File: config.mk
export PLATFORM = sky130hd
export DESIGN_NAME = univshift_seq
export DESIGN_NICKNAME = d
export VERILOG_FILES = /design/src/rtl/univshift_seq.sv
export SDC_FILE = /design/constraint.sdc
export NUM_CORES = 1
export LEC_CHECK = 0
export BUFFER_PORTS_ARGS = -buffer_cell sky130_fd_sc_hd__buf_2
export CELL_PAD_IN_SITES_DETAIL_PLACEMENT = 0
export CELL_PAD_IN_SITES_GLOBAL_PLACEMENT = 1
export CORE_MARGIN = 2
export CORE_UTILIZATION = 25
export CTS_BUF_LIST = sky130_fd_sc_hd__clkbuf_8
export DETAILED_ROUTE_END_ITERATION = 12
export PLACE_DENSITY = 0.5
export RECOVER_POWER = 100
export REMOVE_ABC_BUFFERS = 1
export SLEW_MARGIN = 15
export SYNTH_ARGS = -nofsm -noshare
export SYNTH_HDL_FRONTEND = slang
export SYNTH_SLANG_ARGS = --single-unit
File: constraint.sdc
create_clock -name i_clk -period 4.9 [get_ports i_clk]
set_input_delay 0.245 -clock i_clk [delete_from_list [all_inputs] [get_ports i_clk]]
set_output_delay 0.245 -clock i_clk [all_outputs]
set_load 0.1 [all_outputs]
File: src/rtl/univshift_seq.sv
// Command sequencer driving a univshift register: load/shift commands in, final register value out.
// Define USHIFT_SEQ_CMDQ_EN to add a one-entry pending command slot for back-to-back commands.
module univshift_seq #(
  parameter int WIDTH = 4,
  parameter int CNTW  = 3
) (
  input  logic             i_clk,
  input  logic             i_rst_n,
  input  logic             i_cmd_valid,
  output logic             o_cmd_ready,
  input  logic             i_cmd_load,
  input  logic             i_cmd_dir,
  input  logic [CNTW-1:0]  i_cmd_count,
  input  logic [WIDTH-1:0] i_cmd_data,
  input  logic             i_abort,
  output logic [1:0]       o_sr_mode,
  output logic [WIDTH-1:0] o_sr_in,
  input  logic [WIDTH-1:0] i_sr_q,
  output logic             o_busy,
  output logic             o_done,
  output logic [WIDTH-1:0] o_res_data
);

  typedef enum logic [1:0] {IDLE, LOAD, SHIFT, DONE} state_t;

  state_t           r_state, w_next, w_launchState;
  logic             r_dir;
  logic [CNTW-1:0]  r_count, r_cnt;
  logic [1:0]       r_mode;
  logic [WIDTH-1:0] r_srIn, r_res;

  logic             w_accept, w_go, w_launch;
  logic             w_lLoad, w_lDir, w_shiftDir;
  logic [CNTW-1:0]  w_lCount, w_shiftCnt;
  logic [WIDTH-1:0] w_lData;

`ifdef USHIFT_SEQ_CMDQ_EN
  logic             r_pendValid, r_pLoad, r_pDir;
  logic [CNTW-1:0]  r_pCount;
  logic [WIDTH-1:0] r_pData;

  assign o_cmd_ready = !r_pendValid && !i_abort;
`else
  assign o_cmd_ready = (r_state == IDLE) && !i_abort;
`endif

  assign w_accept = i_cmd_valid && o_cmd_ready;

  // A launch starts a new command; it comes from the pending slot when one is waiting.
  always_comb begin
    w_next        = r_state;
    w_launch      = 1'b0;
    w_lLoad       = i_cmd_load;
    w_lDir        = i_cmd_dir;
    w_lCount      = i_cmd_count;
    w_lData       = i_cmd_data;
    w_go          = (r_state == IDLE) && w_accept;
`ifdef USHIFT_SEQ_CMDQ_EN
    if (r_pendValid) begin
      w_lLoad  = r_pLoad;
      w_lDir   = r_pDir;
      w_lCount = r_pCount;
      w_lData  = r_pData;
      w_go     = !i_abort && ((r_state == IDLE) || (r_state == DONE));
    end
`endif
    w_launchState = w_lLoad ? LOAD : ((w_lCount != '0) ? SHIFT : DONE);
    case (r_state)
      IDLE: if (w_go) begin
        w_launch = 1'b1;
        w_next   = w_launchState;
      end
      LOAD:    w_next = i_abort ? IDLE : ((r_count != '0) ? SHIFT : DONE);
      SHIFT:   if (i_abort) w_next = IDLE;
               else if (r_cnt == CNTW'(1)) w_next = DONE;
      DONE: begin
        w_next = IDLE;
        if (w_go) begin
          w_launch = 1'b1;
          w_next   = w_launchState;
        end
      end
      default: w_next = IDLE;
    endcase
    w_shiftDir = w_launch ? w_lDir : r_dir;
    w_shiftCnt = w_launch ? w_lCount : r_count;
  end

  // Mode and data lines are registered from the next state so they line up with that state.
  always_ff @(posedge i_clk or negedge i_rst_n) begin
    if (!i_rst_n) begin
      r_state <= IDLE;
      r_dir   <= 1'b0;
      r_count <= '0;
      r_cnt   <= '0;
      r_mode  <= 2'b00;
      r_srIn  <= '0;
      r_res   <= '0;
    end else begin
      r_state <= w_next;
      if (w_launch) begin
        r_dir   <= w_lDir;
        r_count <= w_lCount;
      end
      if ((w_next == SHIFT) && (r_state != SHIFT)) r_cnt <= w_shiftCnt;
      else if (r_state == SHIFT)                    r_cnt <= r_cnt - CNTW'(1);
      case (w_next)
        LOAD: begin
          r_mode <= 2'b11;
          r_srIn <= w_lData;
        end
        SHIFT: begin
          r_mode <= w_shiftDir ? 2'b10 : 2'b01;
          r_srIn <= '0;
        end
        default: begin
          r_mode <= 2'b00;
          r_srIn <= '0;
        end
      endcase
      if (r_state == DONE) r_res <= i_sr_q;
    end
  end

`ifdef USHIFT_SEQ_CMDQ_EN
  // Commands accepted while busy wait here; abort discards them.
  always_ff @(posedge i_clk or negedge i_rst_n) begin
    if (!i_rst_n) begin
      r_pendValid <= 1'b0;
      r_pLoad     <= 1'b0;
      r_pDir      <= 1'b0;
      r_pCount    <= '0;
      r_pData     <= '0;
    end else if (i_abort || (w_launch && r_pendValid)) begin
      r_pendValid <= 1'b0;
    end else if (w_accept && (r_state != IDLE)) begin
      r_pendValid <= 1'b1;
      r_pLoad     <= i_cmd_load;
      r_pDir      <= i_cmd_dir;
      r_pCount    <= i_cmd_count;
      r_pData     <= i_cmd_data;
    end
  end
`endif

  assign o_sr_mode  = r_mode;
  assign o_sr_in    = r_srIn;
  assign o_busy     = (r_state != IDLE);
  assign o_done     = (r_state == DONE);
  assign o_res_data = r_res;

endmodule

==> impl_metrics.py, run 1 <==
metrics = {
    "outcome": {
        "outcome": "completed",
    },
    "synth": {
        "ys_warn_count": 0,
        "postSynthRegisterBits": 19,
        "yosysTopAreaCellShare_pct": 49.2,
        "synthesis.area_per_instance_um2": 12.1,
        "synth.area.top_cells": "sky130_fd_sc_hd__dfrtp_1 49%, sky130_fd_sc_hd__ha_1 12%, sky130_fd_sc_hd__mux2_2 5.8%",
        "register_area_share_after_synthesis_pct": 49.2,
        "synth_edf_count": 0,
        "async_reset_ff_share_pct": 100,
        "yosysMostFrequentCell": "sky130_fd_sc_hd__dfrtp_1",
        "synth.lib_cells_used.distinct": 24,
        "ys.flop_type": "sky130_fd_sc_hd__dfrtp_1",
        "netlist_instances": 80,
        "cell_area_after_synthesis_um2": 967,
        "synth.top_cells.by_count": "19 x sky130_fd_sc_hd__dfrtp_1, 9 x sky130_fd_sc_hd__ha_1, 6 x sky130_fd_sc_hd__inv_1",
        "synth_top_area_cell": "sky130_fd_sc_hd__dfrtp_1",
    },
    "timing": {
        "fin_crit_ns": 2.70,
        "slew_viol_final": 0,
        "period_utilization_post_route_pct": 55.1,
        "final_hold_viol_count": 0,
        "max_slew_margin_pct": 22.3,
        "fin_hold_ws_ns": 0.205,
        "timing.fmax_ghz": 0.371,
        "timing_worst_slew_pin_value_ns": 1.17,
        "clock-skew-final_ns": 0.00288,
        "fin_setup_tns_ns": 0,
        "setup_violations": 0,
        "grt_setup_unrepaired": "false",
    },
    "finish": {
        "multi_input_comb_area_um2": 455,
        "antenna-diode-count": 0,
        "syn_to_final_growth_pct": 23.7,
        "fillerInstances": 398,
        "ff_latch_area_um2": 475,
        "post_route_cells_drive_above_1_share_pct": 21.9,
        "final_net_count": 141,
        "final_core_util_pct": 32.4,
        "final_cell_count_no_fill": 162,
    },
    "floorplan": {
        "dieWidth_um": 66.2,
        "floorplan.die_area_um2": 4380,
        "design.portCount": 30,
        "coreArea_um2": 3690,
        "floorplan.initialDensity_pct": 26.2,
        "die_height_um": 66.2,
        "std_cell_rows": 22,
    },
    "grt": {
        "global_route.overflow_total": 0,
        "grt.total_usage_pct": 9.98,
        "global_route.peak_usage_layer": "met2",
        "initial_antenna_violation_count": 0,
        "global_route.usage.met2_pct": 14.9,
        "first_global_vias": 702,
        "grt_use_met1_pct": 14.6,
        "grt_pass1_wl_um": 3350,
        "maximum_number_of_pins_on_one_net_before_global_route_repair": 20,
        "grt.met3_usage_pct": 1.70,
    },
    "critical_path": {
        "kind_of_start_point_of_the_critical_path": "flop",
        "critical-path-max-stage-delay_ns": 0.44,
        "critical_path.max_fanout": 6,
        "critical_path.cell_chain": "inv_1, ha_1, and2b_2, nand2_1, and2_0, a221oi_1, ha_1, nor2b_1, and3b_1, a211o_1",
        "setup_slack_of_the_worst_register_to_register_path_ns": 2.20,
        "type_of_the_worst_setup_path": "reg -> reg",
        "worst-endpoint-arrival_ns": 2.84,
        "critical_path.reg2reg.startpoint": "r_state[0]$_DFF_PN0_",
        "worstReg2RegEnd": "r_cnt[2]$_DFFE_PN0P_",
        "critPathMostFrequentCell": "sky130_fd_sc_hd__ha_1",
        "crit_path_top_delay_cell": "sky130_fd_sc_hd__dfrtp_1",
        "worst-r2r-cell-count": 10,
        "timing.critical_path.required_ns": 5.04,
        "critical_path_sink_type": "flop",
    },
    "clocking": {
        "cts.sinks": 19,
        "worst_skew_pair.late_latency_ns": 0.25,
        "clock_h_tree_levels": 1,
        "cts.reportedPaths.clkPinSlew_ns": 0.07,
        "cts.root.buffer_cell": "sky130_fd_sc_hd__clkbuf_8",
        "postCtsSetupBuffers": 0,
        "post_cts_resize_count": 0,
        "cts_hold_buffers": 1,
        "number_of_clock_buffers_inserted_by_tritoncts": 3,
        "clockBufferDepth": 2,
        "tritoncts_clock_tree": "yes",
    },
    "detailed_routing": {
        "post-route-drc-count": 0,
        "num_vias": 696,
        "wl_per_cell_um": 12.1,
        "antenna_violating_nets_post_route": 0,
        "drt_iter0_markers": 16,
        "drt-vias-per-instance": 4.30,
        "routed_wl_um": 1960,
        "first_pass_iters": 4,
    },
    "place": {
        "dp_hpwl_um": 1570,
        "port_buffer_cells": 29,
        "gp_congestion": 0.768,
        "place.detailed.instances": 157,
    },
    "min_path": {
        "class_of_the_worst_hold_path": "in -> reg",
        "worstHoldEndpoint": "o_sr_in[0]$_DFF_PN0_",
        "hold_path.startpoint": "i_cmd_data[0]",
        "worst_hold_path.num_cells": 2,
    },
    "job": {
        "drv.max_cap_violation_count": 0,
    },
}
## routing by layer
layer  part of all wire, %  vias up  wire [um]
met5                     0        -          0
met4                   1.4        0         27
met3                   3.9        2         77
met2                    45       12        887
met1                    49      334        968
li1                      -      348          -
## kinds of logic after synthesis
family	Yosys count	share of synthesized area, %
AND/OR/NAND/NOR	26	16.7
AO/OA/AOI/OAI	12	9.70
multiplexers	8	10.5
adder cells (fa/ha/maj)	9	11.6
buffers and inverters	6	2.33
flip-flops	19	49.2
## registers in the layout, summed over array words and instances (netlist names)
name	flops
o_res_data	4
o_sr_in	4
r_dir	1
r_count	3
o_sr_mode	2
r_cnt	3
r_state	2
## cell type report
| class | count | share of cell area [%] |
|---|---|---|
| flip-flops and latches | 19 | 39.7 |
| multi-input cells | 55 | 38.1 |
| repair buffers | 30 | 11.5 |
| well taps | 48 | 5.02 |
| clock buffers | 3 | 3.45 |
| inverters | 6 | 1.88 |
| clock inverters | 1 | 0.314 |
## cells in the final DEF (no fill, tap or decap), types with 3 or more instances in the layout
cell type,Yosys,layout
sky130_fd_sc_hd__a221o_1,3,3
sky130_fd_sc_hd__and2_1,4,3
sky130_fd_sc_hd__buf_2,0,15
sky130_fd_sc_hd__clkbuf_1,0,14
sky130_fd_sc_hd__clkbuf_8,0,3
sky130_fd_sc_hd__dfrtp_1,19,19
sky130_fd_sc_hd__ha_1,9,9
sky130_fd_sc_hd__inv_1,6,7
sky130_fd_sc_hd__mux2_1,0,3
sky130_fd_sc_hd__mux2_2,5,4
sky130_fd_sc_hd__nor2_1,5,5
sky130_fd_sc_hd__nor2b_1,3,3
sky130_fd_sc_hd__nor3_1,4,4
## stage by stage
stage | instance area, um^2 | setup slack (ns)
after detailed placement | 1170 | 2.23
after global routing | 1200 | 1.93
after CTS | 1230 | 2.23
after floorplan | 967 | 2.07
after global placement | 1170 | 2.33
final | 1200 | 2.20
## worst max-delay path by stage
stage	startpoint	end	cells after the start
6_report	r_state[0]$_DFF_PN0_	r_cnt[2]$_DFFE_PN0P_	10
5_1_grt	r_state[0]$_DFF_PN0_	r_cnt[2]$_DFFE_PN0P_	10
4_1_cts	r_state[0]$_DFF_PN0_	r_cnt[2]$_DFFE_PN0P_	10
3_5_place_dp	r_state[0]$_DFF_PN0_	r_cnt[2]$_DFFE_PN0P_	10
3_3_place_gp	r_state[0]$_DFF_PN0_	r_cnt[2]$_DFFE_PN0P_	10
2_1_floorplan	r_state[0]$_DFF_PN0_	r_cnt[2]$_DFFE_PN0P_	10
## worst max-delay path: cells and delay by family, from the launching register on
kind	cells	cell delay (ns)
simple gates	5	0.93
compound gates	2	0.62
fa+ha+maj	2	0.47
flops	1	0.44
buf+inv	1	0.13
Power of run 1 is not shown: default switching activity piles up to over one toggle a cycle in this logic, so the estimate is an artifact.
==> run 2, diff against run 1 <==
==> constraint.sdc (replaced) <==
create_clock -name i_clk -period 2.8 [get_ports i_clk]
set_input_delay 0.14 -clock i_clk [delete_from_list [all_inputs] [get_ports i_clk]]
set_output_delay 0.14 -clock i_clk [all_outputs]
set_load 0.1 [all_outputs]
==> impl_metrics.py, run 2 (same netlist as run 1, synthesis figures left out) <==
metrics = {
    "timing": {
        "setup_violations": 0,
        "fin_crit_ns": 2.52,
        "clock-skew-final_ns": 0.00202,
        "final_hold_viol_count": 0,
        "slew_viol_final": 0,
        "fin_hold_ws_ns": 0.0990,
        "fin_setup_tns_ns": 0,
        "grt_setup_unrepaired": "false",
        "timing.fmax_ghz": 0.397,
        "period_utilization_post_route_pct": 90.1,
        "max_slew_margin_pct": 22.3,
        "timing_worst_slew_pin_value_ns": 1.17,
    },
    "grt": {
        "grt_pass1_wl_um": 3350,
        "global_route.overflow_total": 0,
        "first_global_vias": 702,
        "maximum_number_of_pins_on_one_net_before_global_route_repair": 20,
        "grt.total_usage_pct": 9.98,
        "initial_antenna_violation_count": 0,
    },
    "outcome": {
        "outcome": "completed",
    },
    "job": {
        "drv.max_cap_violation_count": 0,
    },
    "detailed_routing": {
        "antenna_violating_nets_post_route": 0,
        "num_vias": 692,
        "first_pass_iters": 4,
        "drt-vias-per-instance": 4.27,
        "routed_wl_um": 1960,
        "wl_per_cell_um": 12.1,
        "drt_iter0_markers": 14,
        "post-route-drc-count": 0,
    },
    "floorplan": {
        "dieWidth_um": 66.2,
        "die_height_um": 66.2,
        "floorplan.die_area_um2": 4380,
        "floorplan.initialDensity_pct": 26.2,
        "std_cell_rows": 22,
        "design.portCount": 30,
        "coreArea_um2": 3690,
    },
    "finish": {
        "layout.cells.most_common": "sky130_fd_sc_hd__dfrtp_1",
        "fillerInstances": 396,
        "syn_to_final_growth_pct": 24.8,
        "final_cell_mix": "19 x sky130_fd_sc_hd__dfrtp_1, 15 x sky130_fd_sc_hd__buf_2, 14 x sky130_fd_sc_hd__clkbuf_1",
        "final_cell_count_no_fill": 162,
        "final_net_count": 141,
        "antenna-diode-count": 0,
        "post_route_cells_drive_above_1_share_pct": 24.6,
    },
    "clocking": {
        "cts.root.buffer_cell": "sky130_fd_sc_hd__clkbuf_8",
        "clockBufferDepth": 2,
        "worst_skew_pair.late_latency_ns": 0.25,
        "tritoncts_clock_tree": "yes",
        "number_of_clock_buffers_inserted_by_tritoncts": 3,
        "clock_h_tree_levels": 1,
        "postCtsSetupBuffers": 0,
        "cts.sinks": 19,
        "cts.reportedPaths.clkPinSlew_ns": 0.07,
    },
    "critical_path": {
        "type_of_the_worst_setup_path": "reg -> reg",
        "timing.critical_path.required_ns": 2.94,
        "critical_path.max_fanout": 6,
        "worst-endpoint-arrival_ns": 2.66,
        "setup_slack_of_the_worst_register_to_register_path_ns": 0.28,
        "critical_path_sink_type": "flop",
        "kind_of_start_point_of_the_critical_path": "flop",
    },
    "place": {
        "gp_congestion": 0.768,
        "place.detailed.instances": 157,
        "dp_hpwl_um": 1570,
        "port_buffer_cells": 29,
    },
    "min_path": {
        "class_of_the_worst_hold_path": "in -> reg",
    },
}
## run 2: changes by cell type in the layout (fill, tap and decap cells not counted)
cell	previous run	this run
sky130_fd_sc_hd__a221oi_2	0	1
sky130_fd_sc_hd__nor2b_1	3	2
sky130_fd_sc_hd__and2_0	2	1
sky130_fd_sc_hd__and2_4	0	1
sky130_fd_sc_hd__a221oi_1	2	1
sky130_fd_sc_hd__nor2b_2	0	1
## run 2: routing by layer
| metal | vias up | track usage [%] | wire length (um) |
|---|---|---|---|
| met5 | - | 0 | 0 |
| met4 | 0 | 3.06 | 27 |
| met3 | 2 | 1.70 | 77 |
| met2 | 12 | 14.9 | 880 |
| met1 | 330 | 14.6 | 973 |
| li1 | 348 | - | - |
## run 2: final cells by class
class	count	area (um^2)	area share, %
well taps	48	60.1	4.97
repair buffers	30	138	11.4
multi-input cells	55	467	38.7
clock buffers	3	41.3	3.42
clock inverters	1	3.75	0.311
inverters	6	22.5	1.87
flip-flops and latches	19	475	39.4
## run 2: worst max-delay path, stage by stage, from the launching register on
cell and delay (ns):
sky130_fd_sc_hd__dfrtp_1 0.45, sky130_fd_sc_hd__inv_1 0.13, sky130_fd_sc_hd__ha_1 0.18, sky130_fd_sc_hd__and2b_2 0.15, sky130_fd_sc_hd__nand2_1 0.08, sky130_fd_sc_hd__and2_4 0.18, sky130_fd_sc_hd__a221oi_2 0.28, sky130_fd_sc_hd__ha_1 0.27
sky130_fd_sc_hd__nor2b_2 0.23, sky130_fd_sc_hd__and3b_1 0.20, sky130_fd_sc_hd__a211o_1 0.26
## run 2: worst paths after layout
path / from / end / depth (start not counted)
setup reg to reg: r_state[0]$_DFF_PN0_ / r_cnt[2]$_DFFE_PN0P_ / 10
setup / recovery: r_state[0]$_DFF_PN0_ / r_cnt[2]$_DFFE_PN0P_ / 10
min in group asynchronous: i_rst_n / o_res_data[1]$_DFFE_PN0P_ / 2
hold reg to reg: r_count[1]$_DFF_PN0_ / r_count[1]$_DFF_PN0_ / 1
max in group asynchronous: i_rst_n / r_cnt[1]$_DFFE_PN0P_ / 2
hold / removal: i_cmd_data[0] / o_sr_in[0]$_DFF_PN0_ / 2
## run 2: per-stage QoR
stage	utilization, %	cell area, um^2	worst slack, ns
6_report	32.7	1210	0.279
5_1_grt	32.7	1210	0.0649
4_1_cts	33.3	1230	0.126
3_5_place_dp	31.8	1170	0.128
3_3_place_gp	31.8	1170	0.230
2_1_floorplan	-	967	-0.0251
## run 2: timing repair
item | in CTS | in global routing
endpoints found under the hold margin | 19 | 0
resized for setup | 0 | 3
hold buffers | 1 | 0
endpoints found under the setup margin | 0 | 1
Power of run 2 is left out for the same reason.
